--- src/rtl/ahb_lite_master.sv ---
// AHB-Lite initiator: turns single/INCR commands plus a write-data stream into pipelined transfers.
// Optional feature macro AHB_MASTER_ERR_ABORT_EN: an ERROR response aborts the rest of the command.
module ahb_lite_master #(
  parameter int ADDR_W = 32,
  parameter int DATA_W = 32
) (
  input  logic              HCLK,
  input  logic              HRESET,
  input  logic              cmd_valid,
  output logic              cmd_ready,
  input  logic              cmd_write,
  input  logic [ADDR_W-1:0] cmd_addr,
  input  logic [2:0]        cmd_size,
  input  logic [7:0]        cmd_len,
  input  logic              wdata_valid,
  output logic              wdata_ready,
  input  logic [DATA_W-1:0] wdata,
  output logic              rdata_valid,
  output logic [DATA_W-1:0] rdata,
  output logic              beat_err,
  output logic              done,
  output logic              done_err,
  output logic [ADDR_W-1:0] HADDR,
  output logic [1:0]        HTRANS,
  output logic              HWRITE,
  output logic [2:0]        HSIZE,
  output logic [2:0]        HBURST,
  output logic [3:0]        HPROT,
  output logic [DATA_W-1:0] HWDATA,
  input  logic [DATA_W-1:0] HRDATA,
  input  logic              HREADY,
  input  logic              HRESP
);
  localparam logic [1:0] TR_IDLE   = 2'b00;
  localparam logic [1:0] TR_BUSY   = 2'b01;
  localparam logic [1:0] TR_NONSEQ = 2'b10;
  localparam logic [1:0] TR_SEQ    = 2'b11;

  typedef enum logic [1:0] {S_IDLE, S_ADDR, S_LAST, S_ERR2} state_t;

  state_t              state_p0, state_nxt;
  logic [ADDR_W-1:0]   haddr_p0;
  logic                hwrite_p0;
  logic [2:0]          hsize_p0;
  logic [2:0]          hburst_p0;
  logic [8:0]          left_p0;
  logic                first_p0;
  logic                nonseq_p0;
  logic                err_p0;
  logic                vld_p1;
  logic                dwrite_p1;
  logic [DATA_W-1:0]   hwdata_p1;
  logic                vld_p2;
  logic                done_p2;
  logic [DATA_W-1:0]   rdata_p2;

  logic                addr_pend, addr_acc, err_first, finish, drop_rd;
  logic [ADDR_W-1:0]   nxt_addr;

  function automatic logic [ADDR_W-1:0] incr_addr(input logic [ADDR_W-1:0] a,
                                                  input logic [2:0] sz);
    incr_addr = a + (ADDR_W'(1) << sz);
  endfunction

  assign nxt_addr  = incr_addr(haddr_p0, hsize_p0);
  assign err_first = vld_p1 && HRESP && !HREADY && (state_p0 != S_ERR2);

`ifdef AHB_MASTER_ERR_ABORT_EN
  assign addr_pend = (state_p0 == S_ADDR) && !err_first;
  assign finish    = ((state_p0 == S_LAST) || (state_p0 == S_ERR2)) && HREADY;
  assign drop_rd   = (state_p0 == S_ERR2);
`else
  // A transfer still waiting for its address phase stays on the bus through both ERROR cycles.
  assign addr_pend = (state_p0 == S_ADDR) || ((state_p0 == S_ERR2) && (left_p0 != 9'd0));
  assign finish    = HREADY && ((state_p0 == S_LAST) ||
                                ((state_p0 == S_ERR2) && (left_p0 == 9'd0)));
  assign drop_rd   = 1'b0;
`endif

  always_comb begin
    state_nxt = state_p0;
    HTRANS    = TR_IDLE;
    if (addr_pend) begin
      if (hwrite_p0 && !wdata_valid) HTRANS = first_p0 ? TR_IDLE : TR_BUSY;
      else                           HTRANS = nonseq_p0 ? TR_NONSEQ : TR_SEQ;
    end
    addr_acc    = HTRANS[1] && HREADY;
    wdata_ready = addr_acc && hwrite_p0;
    case (state_p0)
      S_IDLE: if (cmd_valid) state_nxt = S_ADDR;
      S_ADDR: begin
        if (err_first)                         state_nxt = S_ERR2;
        else if (addr_acc && left_p0 == 9'd1)  state_nxt = S_LAST;
      end
      S_LAST: begin
        if (err_first)   state_nxt = S_ERR2;
        else if (HREADY) state_nxt = S_IDLE;
      end
      S_ERR2: begin
        if (HREADY) begin
          if (finish)                           state_nxt = S_IDLE;
          else if (addr_acc && left_p0 == 9'd1) state_nxt = S_LAST;
          else                                  state_nxt = S_ADDR;
        end
      end
      default: state_nxt = S_IDLE;
    endcase
  end

  // p0: address phase / command state, p1: data phase, p2: completion pulses
  always_ff @(posedge HCLK or posedge HRESET) begin
    if (HRESET) begin
      state_p0  <= S_IDLE;
      haddr_p0  <= '0;
      hwrite_p0 <= 1'b0;
      hsize_p0  <= 3'd0;
      hburst_p0 <= 3'd0;
      left_p0   <= 9'd0;
      first_p0  <= 1'b0;
      nonseq_p0 <= 1'b0;
      err_p0    <= 1'b0;
      vld_p1    <= 1'b0;
      dwrite_p1 <= 1'b0;
      hwdata_p1 <= '0;
      vld_p2    <= 1'b0;
      done_p2   <= 1'b0;
    end else begin
      state_p0 <= state_nxt;
      done_p2  <= finish;
      vld_p2   <= vld_p1 && HREADY && !dwrite_p1 && !drop_rd;
      if (state_p0 == S_IDLE && cmd_valid) begin
        haddr_p0  <= cmd_addr;
        hwrite_p0 <= cmd_write;
        hsize_p0  <= cmd_size;
        hburst_p0 <= (cmd_len == 8'd0) ? 3'b000 : 3'b001;
        left_p0   <= {1'b0, cmd_len} + 9'd1;
        first_p0  <= 1'b1;
        nonseq_p0 <= 1'b1;
        err_p0    <= 1'b0;
      end
      if (addr_acc) begin
        haddr_p0  <= nxt_addr;
        left_p0   <= left_p0 - 9'd1;
        first_p0  <= 1'b0;
        nonseq_p0 <= (nxt_addr[9:0] == 10'd0);
        dwrite_p1 <= hwrite_p0;
      end
      if (addr_acc)    vld_p1 <= 1'b1;
      else if (HREADY) vld_p1 <= 1'b0;
      if (wdata_ready) hwdata_p1 <= wdata;
      if (err_first)   err_p0 <= 1'b1;
    end
  end

  always_ff @(posedge HCLK) begin
    if (vld_p1 && HREADY) rdata_p2 <= HRDATA;
  end

  assign cmd_ready   = (state_p0 == S_IDLE);
  assign beat_err    = (state_p0 == S_ERR2) && HREADY;
  assign done        = done_p2;
  assign done_err    = done_p2 && err_p0;
  assign rdata_valid = vld_p2;
  assign rdata       = rdata_p2;
  assign HADDR       = haddr_p0;
  assign HWRITE      = hwrite_p0;
  assign HSIZE       = hsize_p0;
  assign HBURST      = hburst_p0;
  assign HPROT       = 4'b0011;
  assign HWDATA      = hwdata_p1;
endmodule

--- config.mk ---
export PLATFORM = sky130hd
export DESIGN_NAME = ahb_lite_master
export DESIGN_NICKNAME = d
export VERILOG_FILES = /design/src/rtl/ahb_lite_master.sv
export SDC_FILE = /design/constraint.sdc
export NUM_CORES = 1
export LEC_CHECK = 0
export ABC_AREA = 1
export CORE_UTILIZATION = 30
export CTS_BUF_LIST = sky130_fd_sc_hd__clkbuf_2 sky130_fd_sc_hd__clkbuf_4 sky130_fd_sc_hd__clkbuf_8
export DETAILED_ROUTE_END_ITERATION = 10
export GPL_TIMING_DRIVEN = 0
export SLEW_MARGIN = 20
export SYNTH_ARGS = -nofsm -noshare
export SYNTH_HDL_FRONTEND = slang
export SYNTH_SLANG_ARGS = --single-unit
--- constraint.sdc ---
create_clock -name HCLK -period 3.83 [get_ports HCLK]
set_input_delay 0.9575 -clock HCLK [delete_from_list [all_inputs] [get_ports HCLK]]
set_output_delay 0.9575 -clock HCLK [all_outputs]
set_load 0.005 [all_outputs]
* Word level (Yosys, flattened, before mapping)
Index checks and enable logic that the tools add are counted.
Storage, ports and cells: latch bits 0, memory bits (writable) 0, bits in read-only memories 0, input bits 114, flip-flop bits (word level) 121, memories kept 0, output and inout bits 115
Cells by class: eq/ne operators 9, divide/modulo/power cells 0, add/subtract/negate cells 3, muxes and demuxes 25, bitwise operators 0, multiply operators 0, reduce and logical (&&, ||, !) cells 29, shift-type cells 1, order comparisons 0
Operators with widths (number):
- $mux 32 | 2
- $add 32x32->32 | 1
- $shl 1x3->32 const A | 1
- $mux 2 | 10
- $mux 9 | 2
- $logic_and 1x1->1 | 15
- $logic_not 10->1 | 1
- $mux 1 | 10
- $add 8x1->9 const B | 1
- $eq 9x1->1 const B | 1
- $logic_not 9->1 | 1
- $reduce_bool 9->1 | 1
- $sub 9x1->9 const B | 1
- $logic_not 8->1 | 1
- $pmux 2 s4 | 1
- $ne 2x2->1 const B | 3
- $reduce_bool 2->1 | 3
- $eq 2x2->1 const B | 2
- $reduce_and 4->1 | 1
- $logic_not 1->1 | 3
- $ne 3x2->1 const B | 1
- $ne 3x3->1 const B | 1
- $eq 2x1->1 const B | 1
- $logic_not 2->1 | 1
- $logic_or 1x1->1 | 2

* Depth between registers and ports, before layout
depth after elaboration 10, depth in mapped cells 16, gate-level depth less buffers 16

* Least setup slack after synthesis
No wires, ideal clock.
path kind in2out, from input wdata_valid, to output wdata_ready, data arrival time 1.671 ns, path buffers 1, cell stages on the path 7, data required time 2.873 ns, path slack 1.202 ns, path through inv_1 -> nand2_1 -> nand4_4 -> inv_4 -> nand2_4 -> inv_4 -> buf_6
On the way: longest elaborated chain between the ends 6
Ends and longest elaborated chain:
- start: declaration | line 15 | input logic wdata_valid,
- $logic_not 1->1 | line 84 | if (hwrite_p0 && !wdata_valid) HTRANS = first_p0 ? TR_IDLE : TR_BUSY;
- $logic_and 1x1->1 | line 84
- $mux 2 | line 84
- $mux 2 | line 83 | if (addr_pend) begin
- $logic_and 1x1->1 | line 87 | addr_acc = HTRANS[1] && HREADY;
- $logic_and 1x1->1 | line 88 | wdata_ready = addr_acc && hwrite_p0;
- end: declaration | line 16 | output logic wdata_ready,
No other way between the ends.

* Worst setup path in the final report
from input HREADY, to output wdata_ready
On the way: longest elaborated chain between the ends 2
Ends and longest elaborated chain:
- start: declaration | line 31 | input logic HREADY,
- $logic_and 1x1->1 | line 87
- $logic_and 1x1->1 | line 88
No other way between the ends.

==> results_dict.tcl <==
set metrics [dict create \
    status "complete, no violations" \
    finalSetupViolCount 0 \
    die-area_um2 21400 \
    antenna_found_initial 0 \
    syn_avg_cell_area_um2 8.23 \
    die_y_um 146 \
    fin_hold_ws_ns 0.430 \
    ys_ff_latch 119 \
    clk_latency_ns 0.45 \
    hold_path.class "reg -> reg" \
    finalNonFillerCells 1289 \
    syn-instance-count 758 \
    min_period_ns 3.68 \
    worstPathArrival_ns 2.72 \
    r2r_end "HADDR[20]" \
    hold_viol 0 \
    root_buffer "clkbuf_8" \
    clk_pin_slew_worst_paths_ns 0.07 \
    wl_met3_um 1050 \
    htree_levels 4 \
    powerDensity_nw_per_um2 601 \
    syn-cell-area_um2 6230 \
    drive_gt1_share_pct 8.34 \
    route.detailed.drc 0 \
    min_to "rdata_valid" \
    ys.warnings.count 0 \
    grtUsageTotal_pct 19.1 \
    yosysSeqAreaShare_pct 50.3 \
    pin_count 229 \
    grt-ovfl-total 0 \
    fin_nets 1134 \
    dieWidth_um 146 \
    synthArstFlopShare_pct 73.1 \
    area_growth_pct 48.5 \
    finClkSkew_ns 0.0136 \
    coreArea_um2 20300 \
    dp_cells 1255 \
    reg2reg_depth 14 \
    antenna_left 0 \
    relSlewSlack_pct 54.4 \
    fill_cells 2003 \
    cp_cell_sequence "clkdlybuf4s50_1 -> nand4_4 -> inv_6 -> nand2_4 -> inv_4 -> buf_6 -> clkdlybuf4s50_1" \
    r2r-start "HSIZE[0]" \
    fin_crit_sh_pct 96.0 \
    rsz0062_at_grt "false" \
    clock-sinks 119 \
    rows 52 \
    start_kind "input pin" \
    required_ns 2.87 \
    dp_hpwl_um 14800 \
    met1_length_um 8850 \
    clockBufferDepth 2 \
    drv_slew 0 \
    cp_top_family "buffers and inverters" \
    cp_slowest_cell "clkdlybuf4s50_1" \
    hold_start "dwrite_p1" \
    drt_first_iter_violations 340 \
    timing_worst_slew_pin_value_ns 0.683 \
    leakage_uw 0.00416 \
    grt_pass1_vias 5914 \
    start_util_pct 30.7 \
    clock.fmax_mhz 272 \
    crit_type "in -> out" \
    gp_congestion 0.911 \
    highest_layer "met4" \
    crit_top_cell "clkdlybuf4s50_1" \
    port_buffers 222 \
    path_buf_inv 5 \
    cp-startpoint "HREADY" \
    grt_pass1_wl_um 31700 \
    preCtsSetupSlack_ns 0.00336 \
    slowest_delay_ns 0.59 \
    num_vias 5951 \
    irDropWorstVdd_uv 247 \
    wirelength_um 19700 \
    holdPathStages 1 \
    rrSetupSlack_ns 1.20 \
    crit_fanout 10 \
    cts_inserted_buffers 17 \
    worstSetupEndpointType "output port" \
    wl_per_cell_um 15.3 \
    ys_types 39 \
    setup_slack_ns 0.154 \
    diodes 0 \
    viasPerCell 4.62 \
    first_pass_iters 5 \
    synth-edff-count 32 \
    met2RoutedLength_um 9390 \
    cap_viol_max_count 0 \
    final_util_pct 45.6 \
    grt_max_degree 52 \
    cts_tree "done" \
    synth_flop_cell "dfrtp_1" \
]
==> where the power goes <==
group          total [uW]  leakage (uW)  switching [uW]  internal (uW)
Sequential           2100       0.00137             380           1720
Combinational        2310       0.00260            1100           1210
Clock                1160      0.000189             567            589
Total                5570       0.00416            2040           3520
==> Yosys cell counts (4+ instances only) <==
library cell | n | area (um^2)
nand2_1 | 261 | 980
dfrtp_1 | 87 | 2180
inv_1 | 76 | 285
nand3_1 | 56 | 280
nor2_1 | 51 | 191
edfxtp_1 | 32 | 961
a21oi_1 | 23 | 115
nor3_1 | 19 | 95.1
o21ai_0 | 19 | 95.1
ha_1 | 13 | 163
o211ai_1 | 12 | 90.1
buf_4 | 11 | 82.6
nand4_1 | 11 | 68.8
o21ai_1 | 11 | 55.1
buf_2 | 9 | 45.0
xor2_1 | 8 | 70.1
o21a_1 | 7 | 52.6
buf_6 | 6 | 67.6
nand3b_1 | 5 | 37.5
o22ai_1 | 5 | 31.3
nand2_2 | 4 | 25.0
nor2_2 | 4 | 25.0
==> cell usage in the layout (no fill, tap or decap), drive strengths merged, types with 6 or more instances in the layout <==
cell type      synthesis  routed
nor2                  55      55
clkinv                 0       6
nor3                  19      19
o21a                   7       7
buf                   26      29
a21oi                 23      23
xor2                   8       8
o21ai                 30      30
clkbuf                 0      18
ha                    13      13
edfxtp                32      32
clkdlybuf4s50          0     222
nand4                 12      12
nand2                268     268
conb                   2       6
nand3                 57      57
inv                   82      84
dfrtp                 87      87
o211ai                13      13
==> worst reg2reg max path, stage by stage, from the launching register on <==
cell      delay (ns)
dfrtp_1         0.44
nor3_1          0.22
ha_1            0.22
inv_1           0.06
fa_1            0.41
inv_1           0.07
nand3_1         0.07
nand2_1         0.13
nand2_1         0.09
nand2_1         0.13
nand2_1         0.09
nor2_2          0.26
nand3_1         0.15
nand3_1         0.10
o211ai_1        0.08
==> cell families (layout without fill, tap and decap cells) <==
group                    count (synthesis)  in the layout  share of synthesized area [%]
AO/OA/AOI/OAI                           87             87                           8.47
XOR/XNOR                                10             10                           1.40
adder cells (fa/ha/maj)                 14             14                           2.93
buffers and inverters                  108            365                           8.19
flip-flops                             119            119                           50.3
other                                    2              6                          0.120
AND/OR/NAND/NOR                        418            418                           28.6
==> state kept, by name (all words and copies together), names as in the netlist <==
name / cells
HADDR: 32
HBURST: 1
HSIZE: 3
HWDATA: 32
HWRITE: 1
done: 1
dwrite_p1: 1
err_p0: 1
first_p0: 1
left_p0: 9
nonseq_p0: 1
rdata: 32
rdata_valid: 1
state_p0: 2
vld_p1: 1
==> cell type report <==
| class | count | area [um^2] | share of cell area [%] |
|---|---|---|---|
| Multi-Input combinational cell | 535 | 2600 | 28.1 |
| Tap cell | 270 | 338 | 3.65 |
| Sequential cell | 119 | 3140 | 33.9 |
| Clock buffer | 18 | 241 | 2.61 |
| Inverter | 82 | 323 | 3.49 |
| Clock inverter | 14 | 153 | 1.65 |
| Buffer | 26 | 195 | 2.11 |
| Timing Repair Buffer | 225 | 2260 | 24.5 |
==> metrics by stage <==
step	power (uW)	setup TNS [ns]	cell area, um^2
3_3_place_gp	4400	-103.03	8810
6_report	5570	0	9260
2_1_floorplan	3200	0	6250
4_1_cts	5630	0	9240
3_5_place_dp	4440	0	8840
5_1_grt	6010	0	9260
==> timing repair <==
item,in CTS,in global routing
hold buffers,0,0
pin swaps,0,1
resized for setup,1,1
setup endpoints to repair,1,1
setup buffers,0,2
==> metal layers <==
layer	vias up	global-route usage, %
met5	-	0
met4	0	7.50
met3	27	3.34
met2	193	31.4
met1	2772	25.0
li1	2959	-
==> worst max-delay path by stage <==
stage | endpoint | slack, ns | depth (start not counted)
finish | wdata_ready | 0.15 | 7
global route | wdata_ready | 0.05 | 9
CTS | wdata_ready | 0.007 | 9
detailed placement | wdata_ready | 0.003 | 9
global placement | HSIZE[1] | -1.19 | 2
floorplan | HADDR[0] | 0.62 | 1
(Power assumes the default switching activity.)
